$ cat src/rtl/seven_seg_scan_ctrl.sv
// Multiplexed four-digit seven-segment scan controller with blanking gaps,
// double-buffered display data applied at frame boundaries, and leading-zero blanking.
module seven_seg_scan_ctrl #(
    parameter int CLK_DIV   = 50000,
    parameter int BLANK_CYC = 16
) (
    input  logic        clk,
    input  logic        rst_n,
    input  logic        en,
    input  logic        load,
    input  logic [15:0] value,
    input  logic [3:0]  dp,
    input  logic        lz_suppress,
    output logic        load_ack,
    output logic [3:0]  an_n,
    output logic [3:0]  bcd,
    output logic        dp_n,
    output logic        frame_done
);

    localparam int CW = (CLK_DIV > 1) ? $clog2(CLK_DIV) : 1;
    localparam logic [CW-1:0] CNT_LAST   = CW'(CLK_DIV - 1);
    localparam logic [CW-1:0] BLANK_LAST = CW'(BLANK_CYC - 1);

    typedef enum logic [1:0] {
        S_IDLE  = 2'd0,
        S_BLANK = 2'd1,
        S_DRIVE = 2'd2
    } state_t;

    state_t        state_r, state_s;
    logic [CW-1:0] cnt_r, cnt_s;
    logic [1:0]    idx_r, idx_s;
    logic [15:0]   act_value_r, act_value_s, sh_value_r, sh_value_s;
    logic [3:0]    act_dp_r, act_dp_s, sh_dp_r, sh_dp_s;
    logic          act_lz_r, act_lz_s, sh_lz_r, sh_lz_s;
    logic          pending_r, pending_s;
    logic          boundary_s;
    logic [3:0]    an_n_s, bcd_s;
    logic          dp_n_s;

    // Digit i is blank when suppression is on and it and every digit to its left are zero.
    function automatic logic lz_blank(input logic [15:0] v, input logic lz, input logic [1:0] i);
        logic r;
        case (i)
            2'd3:    r = (v[15:12] == 4'h0);
            2'd2:    r = (v[15:8]  == 8'h00);
            2'd1:    r = (v[15:4]  == 12'h000);
            default: r = 1'b0;
        endcase
        return lz & r;
    endfunction

    // Next-state, data-buffer and output decode.
    always_comb begin
        state_s     = state_r;
        cnt_s       = cnt_r;
        idx_s       = idx_r;
        act_value_s = act_value_r;
        act_dp_s    = act_dp_r;
        act_lz_s    = act_lz_r;
        sh_value_s  = sh_value_r;
        sh_dp_s     = sh_dp_r;
        sh_lz_s     = sh_lz_r;
        pending_s   = pending_r;
        boundary_s  = 1'b0;
        an_n_s      = 4'hF;
        bcd_s       = 4'hF;
        dp_n_s      = 1'b1;

        if (!en) begin
            state_s = S_IDLE;
            cnt_s   = {CW{1'b0}};
            idx_s   = 2'd0;
        end else begin
            case (state_r)
                S_IDLE: begin
                    cnt_s   = {CW{1'b0}};
                    idx_s   = 2'd0;
                    state_s = S_BLANK;
                end
                S_BLANK: begin
                    cnt_s = cnt_r + {{(CW-1){1'b0}}, 1'b1};
                    if (cnt_r == BLANK_LAST) begin
                        state_s = S_DRIVE;
                    end else begin
                        state_s = S_BLANK;
                    end
                end
                S_DRIVE: begin
                    if (cnt_r == CNT_LAST) begin
                        cnt_s      = {CW{1'b0}};
                        idx_s      = idx_r + 2'd1;
                        state_s    = S_BLANK;
                        boundary_s = (idx_r == 2'd3);
                    end else begin
                        cnt_s = cnt_r + {{(CW-1){1'b0}}, 1'b1};
                    end
                end
                default: begin
                    state_s = S_IDLE;
                    cnt_s   = {CW{1'b0}};
                    idx_s   = 2'd0;
                end
            endcase
        end

        // A load in IDLE or on the frame edge skips the shadow copy entirely.
        if (load) begin
            if ((state_r == S_IDLE) || boundary_s) begin
                act_value_s = value;
                act_dp_s    = dp;
                act_lz_s    = lz_suppress;
                pending_s   = 1'b0;
            end else begin
                sh_value_s = value;
                sh_dp_s    = dp;
                sh_lz_s    = lz_suppress;
                pending_s  = 1'b1;
            end
        end else if (boundary_s && pending_r) begin
            act_value_s = sh_value_r;
            act_dp_s    = sh_dp_r;
            act_lz_s    = sh_lz_r;
            pending_s   = 1'b0;
        end else begin
            pending_s = pending_r;
        end

        if (state_s == S_DRIVE) begin
            an_n_s = ~(4'b0001 << idx_s);
            dp_n_s = ~act_dp_s[idx_s];
            if (lz_blank(act_value_s, act_lz_s, idx_s)) begin
                bcd_s = 4'hF;
            end else begin
                bcd_s = act_value_s[{idx_s, 2'b00} +: 4];
            end
        end else begin
            an_n_s = 4'hF;
            bcd_s  = 4'hF;
            dp_n_s = 1'b1;
        end
    end

    // State, buffers and registered display outputs.
    always_ff @(posedge clk) begin
        if (!rst_n) begin
            state_r     <= S_IDLE;
            cnt_r       <= {CW{1'b0}};
            idx_r       <= 2'd0;
            act_value_r <= 16'h0000;
            act_dp_r    <= 4'h0;
            act_lz_r    <= 1'b0;
            sh_value_r  <= 16'h0000;
            sh_dp_r     <= 4'h0;
            sh_lz_r     <= 1'b0;
            pending_r   <= 1'b0;
            an_n        <= 4'hF;
            bcd         <= 4'hF;
            dp_n        <= 1'b1;
            load_ack    <= 1'b0;
            frame_done  <= 1'b0;
        end else begin
            state_r     <= state_s;
            cnt_r       <= cnt_s;
            idx_r       <= idx_s;
            act_value_r <= act_value_s;
            act_dp_r    <= act_dp_s;
            act_lz_r    <= act_lz_s;
            sh_value_r  <= sh_value_s;
            sh_dp_r     <= sh_dp_s;
            sh_lz_r     <= sh_lz_s;
            pending_r   <= pending_s;
            an_n        <= an_n_s;
            bcd         <= bcd_s;
            dp_n        <= dp_n_s;
            load_ack    <= load;
            frame_done  <= boundary_s;
        end
    end

endmodule
$ cat config.mk
export PLATFORM = sky130hd
export DESIGN_NAME = seven_seg_scan_ctrl
export DESIGN_NICKNAME = d
export VERILOG_FILES = /design/src/rtl/seven_seg_scan_ctrl.sv
export SDC_FILE = /design/constraint.sdc
export NUM_CORES = 1
export LEC_CHECK = 0
export CAP_MARGIN = 20
export CORE_ASPECT_RATIO = 1.75
export CORE_UTILIZATION = 37
export DETAILED_ROUTE_END_ITERATION = 6
export PLACE_DENSITY = 0.54
export SYNTH_ARGS = -nofsm -noshare
export SYNTH_HDL_FRONTEND = slang
export SYNTH_SLANG_ARGS = --single-unit
export TNS_END_PERCENT = 20
$ cat constraint.sdc
create_clock -name clk -period 5.15 [get_ports clk]
set_input_delay 1.2875 -clock clk [delete_from_list [all_inputs] [get_ports clk]]
set_output_delay 1.2875 -clock clk [all_outputs]
set_load 0.005 [all_outputs]
==> flow_summary_export.csv, run 1 <==
group,metric,value,unit
worst_setup_path,critPathSlowestCell,"nand2_1",
timing,period_needed,3.91,ns
timing,fmaxAchievable,0.255,GHz
yosys,syn_inst,433,
final_layout,final_cell_mix,"74 x dfxtp_1, 49 x nand2_1, 47 x nor2_1, 34 x clkdlybuf4s50_1, 29 x mux2i_1",
pwr,power.density,313,nW/um^2
pwr,power,0.00140,W
yosys,syn_area,3760,sq um
flow_run,cap_violations,0,
worst_setup_path,required,5.36,ns
worst_setup_path,worstPathMaxFanout,21,
worst_setup_path,crit_path_end_kind,"flop",
floorplan,core,9850,sq um
routing,avgViaCountPerCell,5.55,
yosys,async_flop_share,0,%
grt,grt_max_degree,37,
yosys,synthFlopType,"dfxtp_1",
clocking,cts.sinks,74,
routing,first_pass_iters,4,
clocking,cts_buffer_depth,2,
routing,route.met2.wl,5570,microns
clocking,clock_latency,0.34,ns
clocking,htree_levels,3,
timing,drv_slew,0,
yosys,synth_edf_count,0,
clocking,cts_resized,0,
routing,wl_met1,3790,microns
timing,setup_tns,0,ns
yosys,yosys-top-cells-area,"dfxtp_1 39%, mux2i_1 7.7%, nand2_1 4.9%, nor2_1 4.7%, nand3_1 3.3%",
timing,layout_setup_ws,1.24,ns
pwr,ir_worst_vdd,0.178,mV
timing,hold_viol,0,
worst_hold_path,hold_class,"flop to flop",
clocking,clkTransAtPathRegs,0.05,ns
yosys,synth_top_area_cell,"dfxtp_1",
floorplan,die_h,135,microns
grt,grt_pass1_wl,16600,microns
clocking,ctsHoldBuffers,0,
timing,finalCritPeriodShare,76.0,%
floorplan,dieWidth,78.2,microns
placement,dp.cells,573,
placement,io_buffers,35,
floorplan,core.rowCount,48,
grt,grt_usage,20.6,%
timing,whs,0.441,ns
floorplan,initial_core_util,38.1,%
final_layout,layout_commonest_cell,"dfxtp_1",
clocking,cts_root_buf,"clkbuf_16",
routing,wl_per_cell,17.2,microns
floorplan,ioPinCount,36,
routing,antenna_left,0,
grt,grt-ovfl-total,0,
timing,rsz0062_at_grt,"false",
placement,dp_hpwl,7300,microns
clocking,cts_tree,"done",
routing,top_layer,"met4",
grt,antenna_found_initial,0,
yosys,ys_types,56,
routing,drt-initial-drc-count,124,
routing,vias,3258,
yosys,synth_nets,464,
worst_setup_path,cp_slowest_stage_delay,0.61,ns
yosys,syn_avg_cell_area,8.67,sq um
clocking,post_cts_buffers,0,
yosys,yosysWarnings,0,
worst_setup_path,worstPathCellList,"clkdlybuf4s50_1, and3_1, a21oi_4, buf_4, nand2_1, mux2i_1, nor2_1",
worst_setup_path,timing_worst_setup_path_type,"input port to flop",
final_layout,diodes,0,
final_layout,layout-drive-gt1-share,9.09,%
timing,finalSetupViolCount,0,
final_layout,layoutNonFillerInstCount,587,
final_layout,syn_to_final_growth,19.2,%
floorplan,dieArea,10600,sq um
yosys,yosysSeqAreaShare,39.4,%
worst_setup_path,start_kind,"input port",
pwr,p_leak,1.77,nW
routing,routed_wl,10100,microns
timing,finClkSkew,0.00915,ns
yosys,ys_seq_elements,74,
timing,slew_headroom,34.5,%
status,outcome,"completed",
final_layout,final_nets,490,
yosys,synth_top_area_share,39.4,%
final_layout,n_fill_cell,1014,
worst_setup_path,arrival,4.12,ns
placement,place_ws,0.890,ns
placement,place.gp.congestion,0.870,
grt,grt_pass1_vias,3395,
routing,drc,0,
timing,tightest_slew,0.980,ns
clocking,cts_made_buffers,9,
routing,met3_length,376,microns
per-layer routing:
metal | GRT usage (%) | vias up
met3 | 3.97 | 28
met2 | 39.0 | 73
met1 | 20.6 | 1566
met4 | 11.2 | 0
met5 | 0 | -
li1 | - | 1591
sequential cells by signal (all words and copies together) (netlist names):
signal	cells
act_value_r	16
cnt_r	16
sh_value_r	16
act_dp_r	4
an_n	4
bcd	4
sh_dp_r	4
idx_r	2
state_r	2
act_lz_r	1
dp_n	1
frame_done	1
load_ack	1
pending_r	1
sh_lz_r	1
worst max-delay path: cells and delay by family:
family / cells / cell delay, ns
buf+inv: 2 / 0.84
compound gates: 1 / 0.58
mux: 1 / 0.36
simple gates: 3 / 1.04
through the flow:
step                      utilization (%)  area, sq um
after global routing                 45.5         4480
after CTS                            45.5         4480
after floorplan                         -         3760
after detailed placement             42.3         4170
after global placement               42.3         4170
final                                45.5         4480
cells by family after synthesis:
family                     after synthesis  share of synthesized area (%)
muxes                                   36                           10.2
and+or+nand+nor                        187                           25.3
xor gates and xnor gates                14                           3.26
buffers and inverters                   34                           4.33
AOI/OAI and AO/OA                       82                           15.5
DFF                                     74                           39.4
adders and majority gates                6                           2.00
final cells by class:
| type | count | area (sq um) | area share (%) |
|---|---|---|---|
| clock buffer | 11 | 243 | 5.42 |
| clock inverter | 3 | 65.1 | 1.45 |
| inverter | 8 | 30.0 | 0.671 |
| multi-input combinational | 325 | 2110 | 47.2 |
| sequential | 74 | 1480 | 33.1 |
| tap | 125 | 156 | 3.49 |
| timing repair buffer | 41 | 390 | 8.72 |
cell usage after synthesis (all sizes together) (2+ instances only):
master	instances
a211o	7
a211oi	14
a21boi	8
a21oi	18
a311o	2
a31oi	9
and2	12
and3	12
buf	16
clkbuf	10
dfxtp	74
ha	6
inv	8
mux2	6
mux2i	29
nand2	49
nand3	25
nand3b	7
nand4	3
nor2	47
nor3	13
nor4	4
o211ai	4
o21ai	6
o21ba	2
o21bai	2
o22ai	2
o31ai	4
or2	3
or3	5
xnor2	6
xor2	8
where the power goes:
part / internal, W / switching (W)
sequential: 0.000592 / 0.0000106
combinational: 0.0000628 / 0.0000734
clock: 0.000431 / 0.000230
final timing paths:
check | start | end | slack (ns) | cells after the start
setup / recovery | en | sh_value_r[10] | 1.24 | 7
hold / removal | cnt_r[0] | cnt_r[0] | 0.44 | 1
setup reg to reg | cnt_r[4] | sh_value_r[10] | 1.74 | 7
hold reg to reg | cnt_r[0] | cnt_r[0] | 0.44 | 1
Note: power is estimated with default switching activity, not from simulation.
==> run 2, diff against run 1 <==
clock period = 3.9 ns   (was 5.15 ns; I/O delays follow)
==> flow_summary_export.csv, run 2 (same netlist as run 1, synthesis figures left out) <==
group,metric,value,unit
status,outcome,"completed",
final_layout,top_regs,"act_value_r: 16 flops, cnt_r: 16 flops, sh_value_r: 16 flops",
routing,drc,0,
floorplan,core,9850,sq um
clocking,clock_latency,0.34,ns
placement,dp_hpwl,7510,microns
worst_setup_path,worstPathCellList,"clkdlybuf4s50_1, nand3_1, nor4_1, buf_4, nand2_1, mux2i_1, mux2_2, nor3b_1, a22oi_1, o211ai_1",
clocking,cts_resized,0,
grt,grt_max_degree,33,
floorplan,dieWidth,78.2,microns
floorplan,die_h,135,microns
worst_setup_path,crit_path_end_kind,"flop",
worst_setup_path,start_kind,"input port",
placement,place.gp.congestion,0.906,
floorplan,core.rowCount,48,
clocking,htree_levels,3,
worst_setup_path,timing_worst_setup_path_type,"input port to flop",
clocking,post_cts_buffers,0,
worst_setup_path,critPathSlowestCell,"clkdlybuf4s50_1",
worst_setup_path,required,4.11,ns
placement,io_buffers,35,
timing,hold_viol,0,
clocking,cts_root_buf,"clkbuf_16",
timing,finalSetupViolCount,0,
clocking,cts_buffer_depth,2,
timing,finalCritPeriodShare,86.3,%
timing,period_needed,3.36,ns
grt,grt-ovfl-total,0,
floorplan,ioPinCount,36,
routing,wl_per_cell,16.9,microns
final_layout,syn_to_final_growth,21.4,%
grt,grt_pass1_wl,16300,microns
grt,grt_usage,20.3,%
final_layout,diodes,0,
pwr,ir_worst_vdd,0.240,mV
grt,antenna_found_initial,0,
floorplan,dieArea,10600,sq um
pwr,p_leak,1.81,nW
final_layout,fin_util,46.3,%
worst_setup_path,arrival,3.58,ns
clocking,cts.sinks,74,
timing,layout_setup_ws,0.535,ns
final_layout,final_nets,499,
final_layout,layout_commonest_cell,"dfxtp_1",
timing,fmaxAchievable,0.297,GHz
routing,antenna_left,0,
final_layout,n_fill_cell,993,
clocking,cts_made_buffers,9,
timing,tightest_slew,0.742,ns
pwr,power.density,410,nW/um^2
final_layout,layout-drive-gt1-share,11.2,%
routing,vias,3225,
grt,grt_pass1_vias,3249,
routing,avgViaCountPerCell,5.39,
timing,setup_tns,0,ns
placement,place_ws,0.182,ns
flow_run,cap_violations,0,
clocking,clkTransAtPathRegs,0.06,ns
timing,drv_slew,0,
timing,whs,0.444,ns
worst_setup_path,cp_slowest_stage_delay,0.58,ns
timing,rsz0062_at_grt,"false",
timing,slew_headroom,50.0,%
worst_hold_path,hold_class,"flop to flop",
clocking,cts_tree,"done",
routing,routed_wl,10100,microns
final_layout,final_cell_mix,"74 x dfxtp_1, 49 x nand2_1, 47 x nor2_1, 34 x clkdlybuf4s50_1, 29 x mux2i_1",
routing,first_pass_iters,4,
worst_setup_path,worstPathMaxFanout,15,
timing,finClkSkew,0.00805,ns
floorplan,initial_core_util,38.1,%
routing,drt-initial-drc-count,139,
clocking,ctsHoldBuffers,0,
run 2: routing by layer:
metal | global-route usage, % | routed length (microns)
met5 | 0 | 0
met4 | 10.7 | 305
met3 | 3.64 | 267
met2 | 39.1 | 5630
met1 | 20.1 | 3890
run 2: critical path: cells and delay by family:
family / cells / cell delay [ns]
AND/OR/NAND/NOR: 4 / 0.82
multiplexers: 2 / 0.52
AO/OA/AOI/OAI: 2 / 0.44
buffers and inverters: 2 / 0.82
run 2: final cells by class:
class	instances	area [sq um]	area share, %
Timing Repair Buffer	50	458	10.0
Clock buffer	10	229	5.02
Sequential cell	74	1480	32.5
Multi-Input combinational cell	325	2110	46.3
Inverter	8	30.0	0.659
Tap cell	125	156	3.43
Clock inverter	6	91.3	2.00
run 2: final timing paths:
check,from,endpoint,slack (ns),depth (start not counted)
worst min register to register,cnt_r[0],cnt_r[0],0.44,1
worst max register to register,cnt_r[4],bcd[1],0.79,8
worst min-delay path,cnt_r[0],cnt_r[0],0.44,1
worst max-delay path,en,bcd[1],0.54,10
run 2: where the power goes:
group	switching, W	internal, W	leakage [nW]	total [W]
clock network	0.000332	0.000561	0.145	0.000893
logic	0.0000940	0.0000867	1.06	0.000181
registers	0.0000153	0.000781	0.603	0.000796
run 2: stage by stage:
step | power [W] | cell area, sq um | cells
2_1_floorplan | 0.000926 | 3760 | 433
3_3_place_gp | 0.000991 | 4240 | 582
3_5_place_dp | 0.000994 | 4240 | 582
4_1_cts | 0.00189 | 4560 | 598
5_1_grt | 0.00194 | 4560 | 598
6_report | 0.00187 | 4560 | 598
